==> config.mk <==
export PLATFORM = sky130hd
export DESIGN_NAME = mul_share_ctrl_flat
export DESIGN_NICKNAME = d
export VERILOG_FILES = /design/src/rtl/mul_share_ctrl_if.sv /design/src/rtl/mul_share_ctrl.sv /design/src/flat_wrapper.sv
export SDC_FILE = /design/constraint.sdc
export NUM_CORES = 1
export LEC_CHECK = 0
export ABC_AREA = 1
export CAP_MARGIN = 40
export CORE_ASPECT_RATIO = 2
export CORE_MARGIN = 10
export CORE_UTILIZATION = 43
export CTS_CLUSTER_DIAMETER = 120
export CTS_CLUSTER_SIZE = 14
export DETAILED_ROUTE_END_ITERATION = 8
export PLACE_DENSITY = 0.88
export SETUP_SLACK_MARGIN = 0.5
export SLEW_MARGIN = 20
export SYNTH_ARGS = -nofsm -noshare
export SYNTH_HDL_FRONTEND = slang
export SYNTH_SLANG_ARGS = --single-unit
==> constraint.sdc <==
create_clock -name clk -period 4.9 [get_ports clk]
set_input_delay 0.49 -clock clk [delete_from_list [all_inputs] [get_ports clk]]
set_output_delay 0.49 -clock clk [all_outputs]
set_load 0.02 [all_outputs]
==> src/rtl/mul_share_ctrl_if.sv <==
// Request, response and multiplier-side signals shared between the controller
// and its environment.
interface mul_share_ctrl_if #(
  parameter int unsigned NUM_REQ = 4,
  parameter int unsigned TAG_W   = 2
) ();
  logic [NUM_REQ-1:0]   req_valid;
  logic [NUM_REQ-1:0]   req_ready;
  logic [8*NUM_REQ-1:0] req_a;
  logic [8*NUM_REQ-1:0] req_b;
  logic                 res_valid;
  logic                 res_ready;
  logic [TAG_W-1:0]     res_tag;
  logic [15:0]          res_product;
  logic                 mul_start;
  logic [7:0]           mul_multiplicand;
  logic [7:0]           mul_multiplier;
  logic [15:0]          mul_product;
  logic                 mul_done;
  logic                 busy;

  modport slave (
    input  req_valid, req_a, req_b, res_ready, mul_product, mul_done,
    output req_ready, res_valid, res_tag, res_product, mul_start,
           mul_multiplicand, mul_multiplier, busy
  );

  modport master (
    output req_valid, req_a, req_b, res_ready, mul_product, mul_done,
    input  req_ready, res_valid, res_tag, res_product, mul_start,
           mul_multiplicand, mul_multiplier, busy
  );
endinterface

==> src/rtl/mul_share_ctrl.sv <==
// Round-robin arbiter and sequencer sharing one 8x8 signed multiplier among
// NUM_REQ requesters, returning tagged products over a valid/ready channel.
module mul_share_ctrl #(
  parameter int unsigned NUM_REQ = 4,
  parameter int unsigned TAG_W   = 2
) (
  input  logic           clk,
  input  logic           rst_n,
  mul_share_ctrl_if.slave bus
);

  localparam int unsigned IDX_W = (NUM_REQ > 1) ? $clog2(NUM_REQ) : 1;

  typedef enum logic [1:0] {
    S_IDLE  = 2'd0,
    S_ISSUE = 2'd1,
    S_WAIT  = 2'd2,
    S_RESP  = 2'd3
  } state_e;

  state_e             state_q, state_d;
  logic [TAG_W-1:0]   rr_ptr_q, rr_ptr_d;
  logic [TAG_W-1:0]   tag_q, tag_d;
  logic [7:0]         opa_q, opa_d;
  logic [7:0]         opb_q, opb_d;
  logic               blank_q, blank_d;
  logic               mul_start_q, mul_start_d;
  logic               res_valid_q, res_valid_d;
  logic               busy_q, busy_d;
  logic [15:0]        res_product_q, res_product_d;
  logic [NUM_REQ-1:0] req_ready_c;

  logic [7:0]         a_arr [NUM_REQ];
  logic [7:0]         b_arr [NUM_REQ];
  logic               grant_found_c;
  logic [IDX_W-1:0]   grant_idx_c;

  // Round-robin search: the lowest offset from rr_ptr_q with a valid request wins.
  always_comb begin
    int unsigned cand;
    cand          = '0;
    grant_found_c = 1'b0;
    grant_idx_c   = '0;
    for (int unsigned i = 0; i < NUM_REQ; i++) begin
      a_arr[i] = bus.req_a[8*i +: 8];
      b_arr[i] = bus.req_b[8*i +: 8];
    end
    for (int unsigned k = NUM_REQ; k > 0; k--) begin
      cand = (32'(rr_ptr_q) + k - 32'd1) % NUM_REQ;
      if (bus.req_valid[IDX_W'(cand)]) begin
        grant_found_c = 1'b1;
        grant_idx_c   = IDX_W'(cand);
      end
    end
  end

  // Next-state and register-input logic.
  always_comb begin
    state_d       = state_q;
    rr_ptr_d      = rr_ptr_q;
    tag_d         = tag_q;
    opa_d         = opa_q;
    opb_d         = opb_q;
    blank_d       = 1'b0;
    mul_start_d   = 1'b0;
    res_valid_d   = res_valid_q;
    res_product_d = res_product_q;
    req_ready_c   = '0;

    case (state_q)
      S_IDLE: begin
        if (grant_found_c) begin
          req_ready_c[grant_idx_c] = 1'b1;
          opa_d       = a_arr[grant_idx_c];
          opb_d       = b_arr[grant_idx_c];
          tag_d       = TAG_W'(grant_idx_c);
          rr_ptr_d    = TAG_W'((32'(grant_idx_c) + 32'd1) % NUM_REQ);
          mul_start_d = 1'b1;
          state_d     = S_ISSUE;
        end
      end
      S_ISSUE: begin
        blank_d = 1'b1;
        state_d = S_WAIT;
      end
      S_WAIT: begin
        // blank_q masks a stale done left over from the previous operation
        if (!blank_q && bus.mul_done) begin
          res_product_d = bus.mul_product;
          res_valid_d   = 1'b1;
          state_d       = S_RESP;
        end
      end
      S_RESP: begin
        if (bus.res_ready) begin
          res_valid_d = 1'b0;
          state_d     = S_IDLE;
        end
      end
      default: state_d = S_IDLE;
    endcase

    busy_d = (state_d != S_IDLE);
  end

  always_ff @(posedge clk or negedge rst_n) begin
    if (!rst_n) begin
      state_q       <= S_IDLE;
      rr_ptr_q      <= '0;
      tag_q         <= '0;
      opa_q         <= '0;
      opb_q         <= '0;
      blank_q       <= 1'b0;
      mul_start_q   <= 1'b0;
      res_valid_q   <= 1'b0;
      res_product_q <= '0;
      busy_q        <= 1'b0;
    end else begin
      state_q       <= state_d;
      rr_ptr_q      <= rr_ptr_d;
      tag_q         <= tag_d;
      opa_q         <= opa_d;
      opb_q         <= opb_d;
      blank_q       <= blank_d;
      mul_start_q   <= mul_start_d;
      res_valid_q   <= res_valid_d;
      res_product_q <= res_product_d;
      busy_q        <= busy_d;
    end
  end

  assign bus.req_ready        = req_ready_c;
  assign bus.mul_start        = mul_start_q;
  assign bus.mul_multiplicand = opa_q;
  assign bus.mul_multiplier   = opb_q;
  assign bus.res_valid        = res_valid_q;
  assign bus.res_tag          = tag_q;
  assign bus.res_product      = res_product_q;
  assign bus.busy             = busy_q;

endmodule

==> src/flat_wrapper.sv <==
// flat-port wrapper written by rule: the top's interface ports become plain ports
module mul_share_ctrl_flat 
#(
  parameter int unsigned NUM_REQ = 4,
  parameter int unsigned TAG_W   = 2
)
  (clk, rst_n, bus_req_valid, bus_req_a, bus_req_b, bus_res_ready, bus_mul_product, bus_mul_done, bus_req_ready, bus_res_valid, bus_res_tag, bus_res_product, bus_mul_start, bus_mul_multiplicand, bus_mul_multiplier, bus_busy);
  mul_share_ctrl_if #(.NUM_REQ(NUM_REQ), .TAG_W(TAG_W)) bus_i ();
  input  logic clk;
  input  logic rst_n;
  input wire logic [$bits(bus_i.req_valid)-1:0] bus_req_valid;
  input wire logic [$bits(bus_i.req_a)-1:0] bus_req_a;
  input wire logic [$bits(bus_i.req_b)-1:0] bus_req_b;
  input wire logic [$bits(bus_i.res_ready)-1:0] bus_res_ready;
  input wire logic [$bits(bus_i.mul_product)-1:0] bus_mul_product;
  input wire logic [$bits(bus_i.mul_done)-1:0] bus_mul_done;
  output wire logic [$bits(bus_i.req_ready)-1:0] bus_req_ready;
  output wire logic [$bits(bus_i.res_valid)-1:0] bus_res_valid;
  output wire logic [$bits(bus_i.res_tag)-1:0] bus_res_tag;
  output wire logic [$bits(bus_i.res_product)-1:0] bus_res_product;
  output wire logic [$bits(bus_i.mul_start)-1:0] bus_mul_start;
  output wire logic [$bits(bus_i.mul_multiplicand)-1:0] bus_mul_multiplicand;
  output wire logic [$bits(bus_i.mul_multiplier)-1:0] bus_mul_multiplier;
  output wire logic [$bits(bus_i.busy)-1:0] bus_busy;
  assign bus_i.req_valid = bus_req_valid;
  assign bus_i.req_a = bus_req_a;
  assign bus_i.req_b = bus_req_b;
  assign bus_i.res_ready = bus_res_ready;
  assign bus_i.mul_product = bus_mul_product;
  assign bus_i.mul_done = bus_mul_done;
  assign bus_req_ready = bus_i.req_ready;
  assign bus_res_valid = bus_i.res_valid;
  assign bus_res_tag = bus_i.res_tag;
  assign bus_res_product = bus_i.res_product;
  assign bus_mul_start = bus_i.mul_start;
  assign bus_mul_multiplicand = bus_i.mul_multiplicand;
  assign bus_mul_multiplier = bus_i.mul_multiplier;
  assign bus_busy = bus_i.busy;
  mul_share_ctrl #(.NUM_REQ(NUM_REQ), .TAG_W(TAG_W)) u_core (.clk(clk), .rst_n(rst_n), .bus(bus_i));
endmodule
After elaboration in Yosys (flattened, before gate mapping)
Index checks and enable logic that the tools add are counted.
{ "word_totals": {"register_bits": 42, "latch_bits": 0, "ramBits": 0, "mem_bits_ro": 0, "input_bits": 88, "out_inout_bits": 41, "word_cells": 77, "mem_count": 0} }
{ "classes": {"add_sub_neg": 9, "n_mul": 0, "n_div": 0, "n_lt_le_gt_ge": 7, "eq_ne": 5, "n_shift": 0, "n_mux": 36, "bitwise": 1, "reduce_logical": 9} }
{ "ops": {"columns": ["op", "count"], "rows": [
  ["$bmux W8 S2", 2],
  ["$mux W8", 4],
  ["$lt A2 B3 Y1 const B", 5],
  ["$mux W1", 14],
  ["$mux W2", 7],
  ["$bmux W1 S2", 4],
  ["$mux W4", 2],
  ["$pmux W2 S4", 1],
  ["$sub A2 B1 Y2 const B", 4],
  ["$add A2 B1 Y2 const B", 3],
  ["$add A2 B2 Y2 const B", 2],
  ["$eq A2 B2 Y1 const B", 2],
  ["$reduce_and A2 Y1", 2],
  ["$reduce_bool A2 Y1", 2],
  ["$ge A3 B3 Y1 const B", 1],
  ["$not A2 Y3", 1],
  ["$reduce_and A3 Y1", 1],
  ["$demux W1 S2", 1],
  ["$eq A2 B1 Y1 const B", 1],
  ["$ge A2 B1 Y1 const B", 1],
  ["$logic_and A1 B1 Y1", 2],
  ["$logic_not A2 Y1", 1],
  ["$ne A2 B1 Y1 const B", 1],
  ["$ne A2 B2 Y1 const B", 1],
  ["2 further kinds", 2]
]} }

Logic depth before layout (Yosys ltp)
{ "depth": {"depth_word": 14, "mapped_depth": 16} }

Least setup slack after synthesis
No wires, ideal clock.
{ "synth_path": {"path_type": "reg-to-output", "startpoint": "register u_core.rr_ptr_q[0]", "endpoint": "output port bus_req_ready[3]", "arrival_time_ns": 1.766, "required_time_ns": 4.410, "setup_slack_ns": 2.644, "path_stages_with_launch": 15, "path_cell_list": "dfrtp_1 -> inv_2 -> nand2_1 -> nand2_1 -> nand2_1 -> nand2_1 -> inv_1 -> nand2_1 -> nand2_1 -> nand2_2 -> nand2_4 -> buf_4 -> nor2_1 -> inv_1 -> nor2_1"} }
{ "synth_via": {"elab_chain_cells": 14, "elab_cells_between_ends": 31, "cone_classes": "add/sub: 8; order compare: 2; mux: 20; reduce/logical: 1"} }
{ "synth_rtl": {"columns": ["element", "line_no", "rtl"], "rows": [
  ["start: declaration", "mul_share_ctrl.sv:22", "logic [TAG_W-1:0] rr_ptr_q, rr_ptr_d;"],
  ["start signal: assignment", "mul_share_ctrl.sv:120", "rr_ptr_q <= rr_ptr_d;"],
  ["$add A2 B1 Y2", "mul_share_ctrl.sv:49", "cand = (32'(rr_ptr_q) + k - 32'd1) % NUM_REQ;"],
  ["$sub A2 B1 Y2", "mul_share_ctrl.sv:49", null],
  ["$bmux W1 S2", "mul_share_ctrl.sv:50", "if (bus.req_valid[IDX_W'(cand)]) begin"],
  ["$mux W1 (not written as such)", "mul_share_ctrl.sv:50", null],
  ["$mux W2 (4 in series)", "mul_share_ctrl.sv:50", null],
  ["$lt A2 B3 Y1 (not written as such) or $ge A2 B1 Y1 (tied branches)", "mul_share_ctrl.sv:73", "req_ready_c[grant_idx_c] = 1'b1;"],
  ["$logic_and A1 B1 Y1 (not written as such)", "mul_share_ctrl.sv:73", null],
  ["$mux W1 (not written as such)", "mul_share_ctrl.sv:73", null],
  ["$demux W1 S2", null, null],
  ["$mux W4 (*)", "mul_share_ctrl.sv:72", "if (grant_found_c) begin"],
  ["$mux W4 (*)", "mul_share_ctrl.sv:70", "case (state_q)"],
  ["end: declaration", "flat_wrapper.sv:17", "output wire logic [$bits(bus_i.req_ready)-1:0] bus_req_ready;"]
]} }
Mark *: on every way between the ends. The rest lies on a longest branch, timed or not. The select of a mux whose other input is x is not followed.

Final worst setup path
{ "layout_path": {"startpoint": "input port bus_req_valid[1]", "endpoint": "output port bus_req_ready[0]"} }
{ "layout_via": {"elab_chain_cells": 12, "elab_cells_between_ends": 23, "cone_classes": "order compare: 2; mux: 20; reduce/logical: 1"} }
{ "layout_rtl": {"columns": ["element", "line_no", "rtl"], "rows": [
  ["start: declaration", "flat_wrapper.sv:11", "input wire logic [$bits(bus_i.req_valid)-1:0] bus_req_valid;"],
  ["$bmux W1 S2", "mul_share_ctrl.sv:50", null],
  ["$mux W1 (not written as such)", "mul_share_ctrl.sv:50", null],
  ["$mux W2 (4 in series)", "mul_share_ctrl.sv:50", null],
  ["$lt A2 B3 Y1 (not written as such) or $ge A2 B1 Y1 (tied branches)", "mul_share_ctrl.sv:73", null],
  ["$logic_and A1 B1 Y1 (not written as such)", "mul_share_ctrl.sv:73", null],
  ["$mux W1 (not written as such)", "mul_share_ctrl.sv:73", null],
  ["$demux W1 S2", null, null],
  ["$mux W4 (*)", "mul_share_ctrl.sv:72", null],
  ["$mux W4 (*)", "mul_share_ctrl.sv:70", null]
]} }
Marked as above.

==> metrics.cfg <==
[setup_path]
regToRegSetupSlack_ns = 2.15
crit_fanout = 15
worstReg2RegEnd = u_core.bus.mul_multiplicand[3]
timing.critical_path.to_type = primary output
r2r.worst_path.cells = 12
cp-startpoint = bus_req_valid[1]
data_arrival_time_of_the_worst_path_ns = 3.14
crit-reg2reg-launch = u_core.rr_ptr_q[0]
crit_type = primary input to primary output
cp-start-kind = primary input
worst_ep_required_time_ns = 4.41

[routing]
detail_route.iter0.violations = 196
drt-total-wl_microns = 8380
post_drt_via_cell_ratio = 4.90
remaining_drc_errors = 0
routedWlPerCell_microns = 15.8
drt_pre_antenna_iters = 4
antenna_left = 0
route.vias.total = 2600

[global_route]
pin_count_of_the_biggest_net_entering_global_routing = 56
grt_remaining_overflow = 0
globalRouteTotalUtil = 0.177
first_pass_grt_wire_length_microns = 13400
grt_pass1_vias = 2795
grt_antenna_before_repair = 0

[layout]
final_cell_mix = sky130_fd_sc_hd__clkdlybuf4s50_1, sky130_fd_sc_hd__nand2_1, sky130_fd_sc_hd__nand3_1
fillers = 451
area.growth.synth_to_final_pct = 59.5
most_common_library_cell_in_the_layout_ignoring_fill_and_taps = sky130_fd_sc_hd__clkdlybuf4s50_1
final_layout_size_suffix_gt1_frac = 0.0915
finalNetCount = 557
n_antenna_cell = 0
final_core_util = 0.703

[clock_network]
post_cts_sizing_count = 0
cts_root_buf = sky130_fd_sc_hd__clkbuf_16
htree_num_levels = 2
cts_inserted_buffers = 5
cts-root-to-sink-buffers = 2
cts_setup_buffers = 0
tritoncts = done
clock_insertion_delay_worst_skew_ns = 0.28
cts.reportedPaths.clkPinSlew_ns = 0.06
cts_hold_repair.buffers = 0
clkSinkCount = 42

[job]
max_cap_violations = 0

[sta]
timing.final.max_slew_violations = 0
setup_viol_count_final = 0
slew_headroom = 0.492
finalCritPeriodShare = 0.742
hold_viol = 0
timing.clock.skew_ns = 0.00488
timing.hold.ws_ns = 0.106
min_clock_period_post_route_ns = 3.63
max_slew.worst_pin.slew_ns = 0.760
totalNegativeSetupSlack_ns = 0
max_freq_mhz = 275
setup_repair_after_global_routing_missed_its_margin = no

[floorplanning]
initial_core_util = 0.441
fp-row-count = 39
fp.coreArea_sq_um = 5710
die_area_sq_um = 9500
floorplan.die.width_microns = 74.1
io_pins = 129
dieHeight_microns = 128

[power_and_ir_drop]
power.density_cell_area_nw_per_um2 = 729
vdd.ir_drop.worst_uv = 640
leakagePower_nw = 2.02

[status]
status = completed

[logic_synthesis]
ys_seq_area_frac = 0.418
syn-instance-count = 344
syn_avg_cell_area_sq_um = 7.31
synth-seq-cells = 42
netlist-cell-type-count = 23
syn-num-nets = 432
synth.cell_area_sq_um = 2520
yosys_warnings = 0

[placement]
gp_routability_congestion = 0.856
place_hpwl_microns = 6850
placement.io_buffers = 128

[hold_path]
worst_hold_path_class = primary input to asynchronous set/reset pin

## cells by family (layout without fill, tap and decap cells)
logic type | Yosys count | after routing | synth area share
AO/OA/AOI/OAI | 4 | 4 | 0.00994
buffers and inverters | 77 | 203 | 0.127
flip-flops | 42 | 42 | 0.418
multiplexers | 16 | 16 | 0.0716
AND/OR/NAND/NOR | 205 | 205 | 0.373
## sequential cells by signal, indices dropped and copies added (netlist names)
name,count
u_core.blank_q,1
u_core.bus.busy,1
u_core.bus.mul_multiplicand,8
u_core.bus.mul_multiplier,8
u_core.bus.mul_start,1
u_core.bus.res_product,16
u_core.bus.res_tag,2
u_core.bus.res_valid,1
u_core.rr_ptr_q,2
u_core.state_q,2
## worst max path at each step
stage / slack (ns) / cells past startpoint / endpoint
floorplan: 2.64 / 14 / bus_req_ready[3]
global placement: 1.40 / 13 / bus_req_ready[3]
detailed placement: 1.28 / 12 / bus_req_ready[0]
CTS: 1.28 / 12 / bus_req_ready[0]
global route: 1.08 / 12 / bus_req_ready[0]
finish: 1.27 / 12 / bus_req_ready[0]
## Yosys cell counts, drive strengths merged
| cell | instances | area [sq um] |
|---|---|---|
| buf | 11 | 72.6 |
| clkbuf | 1 | 3.75 |
| dfrtp | 42 | 1050 |
| inv | 65 | 244 |
| mux2 | 16 | 180 |
| nand2 | 106 | 423 |
| nand3 | 64 | 325 |
| nand4 | 1 | 6.26 |
| nor2 | 14 | 60.1 |
| o211ai | 1 | 7.51 |
| o21ai | 2 | 10.0 |
| o31ai | 1 | 7.51 |
| or2 | 20 | 125 |
## critical path: stages
cell	delay (ns)
sky130_fd_sc_hd__clkdlybuf4s50_1	0.48
sky130_fd_sc_hd__inv_1	0.05
sky130_fd_sc_hd__nand2_1	0.08
sky130_fd_sc_hd__nand3_1	0.16
sky130_fd_sc_hd__nand2_1	0.13
sky130_fd_sc_hd__inv_1	0.06
sky130_fd_sc_hd__nand3_1	0.07
sky130_fd_sc_hd__nand2_1	0.32
sky130_fd_sc_hd__inv_1	0.39
sky130_fd_sc_hd__nand2_1	0.14
sky130_fd_sc_hd__nor2_1	0.15
sky130_fd_sc_hd__clkdlybuf4s50_1	0.62
## metrics by stage
| stage | instance area [sq um] | instances | power [mW] | setup WS [ns] |
|---|---|---|---|---|
| 2_1_floorplan | 2520 | 344 | 1.90 | 2.64 |
| 3_3_place_gp | 3800 | 522 | 2.44 | 1.40 |
| 3_5_place_dp | 3820 | 523 | 2.51 | 1.28 |
| 4_1_cts | 4010 | 531 | 2.95 | 1.28 |
| 5_1_grt | 4010 | 531 | 3.17 | 1.08 |
| 6_report | 4010 | 531 | 2.93 | 1.27 |
## metal layers
layer,share of wire,vias to the layer above,track usage
li1,-,1297,-
met3,0.068,18,0.0527
met2,0.60,81,0.341
met4,0.031,0,0.0794
met1,0.30,1204,0.156
met5,0,-,0
## cell type report
cell class	count	area [sq um]	share of cell area
Timing Repair Buffer	130	1300	0.325
Multi-Input combinational cell	225	1140	0.285
Sequential cell	42	1050	0.262
Inverter	65	244	0.0608
Clock buffer	5	125	0.0312
Tap cell	61	76.3	0.0190
Clock inverter	3	68.8	0.0171
## report_power, final
part	internal, mW	switching (mW)
Clock	0.293	0.129
Sequential	0.532	0.115
Combinational	0.753	1.10
Total	1.58	1.35
Note: power is estimated with default switching activity, not from simulation.
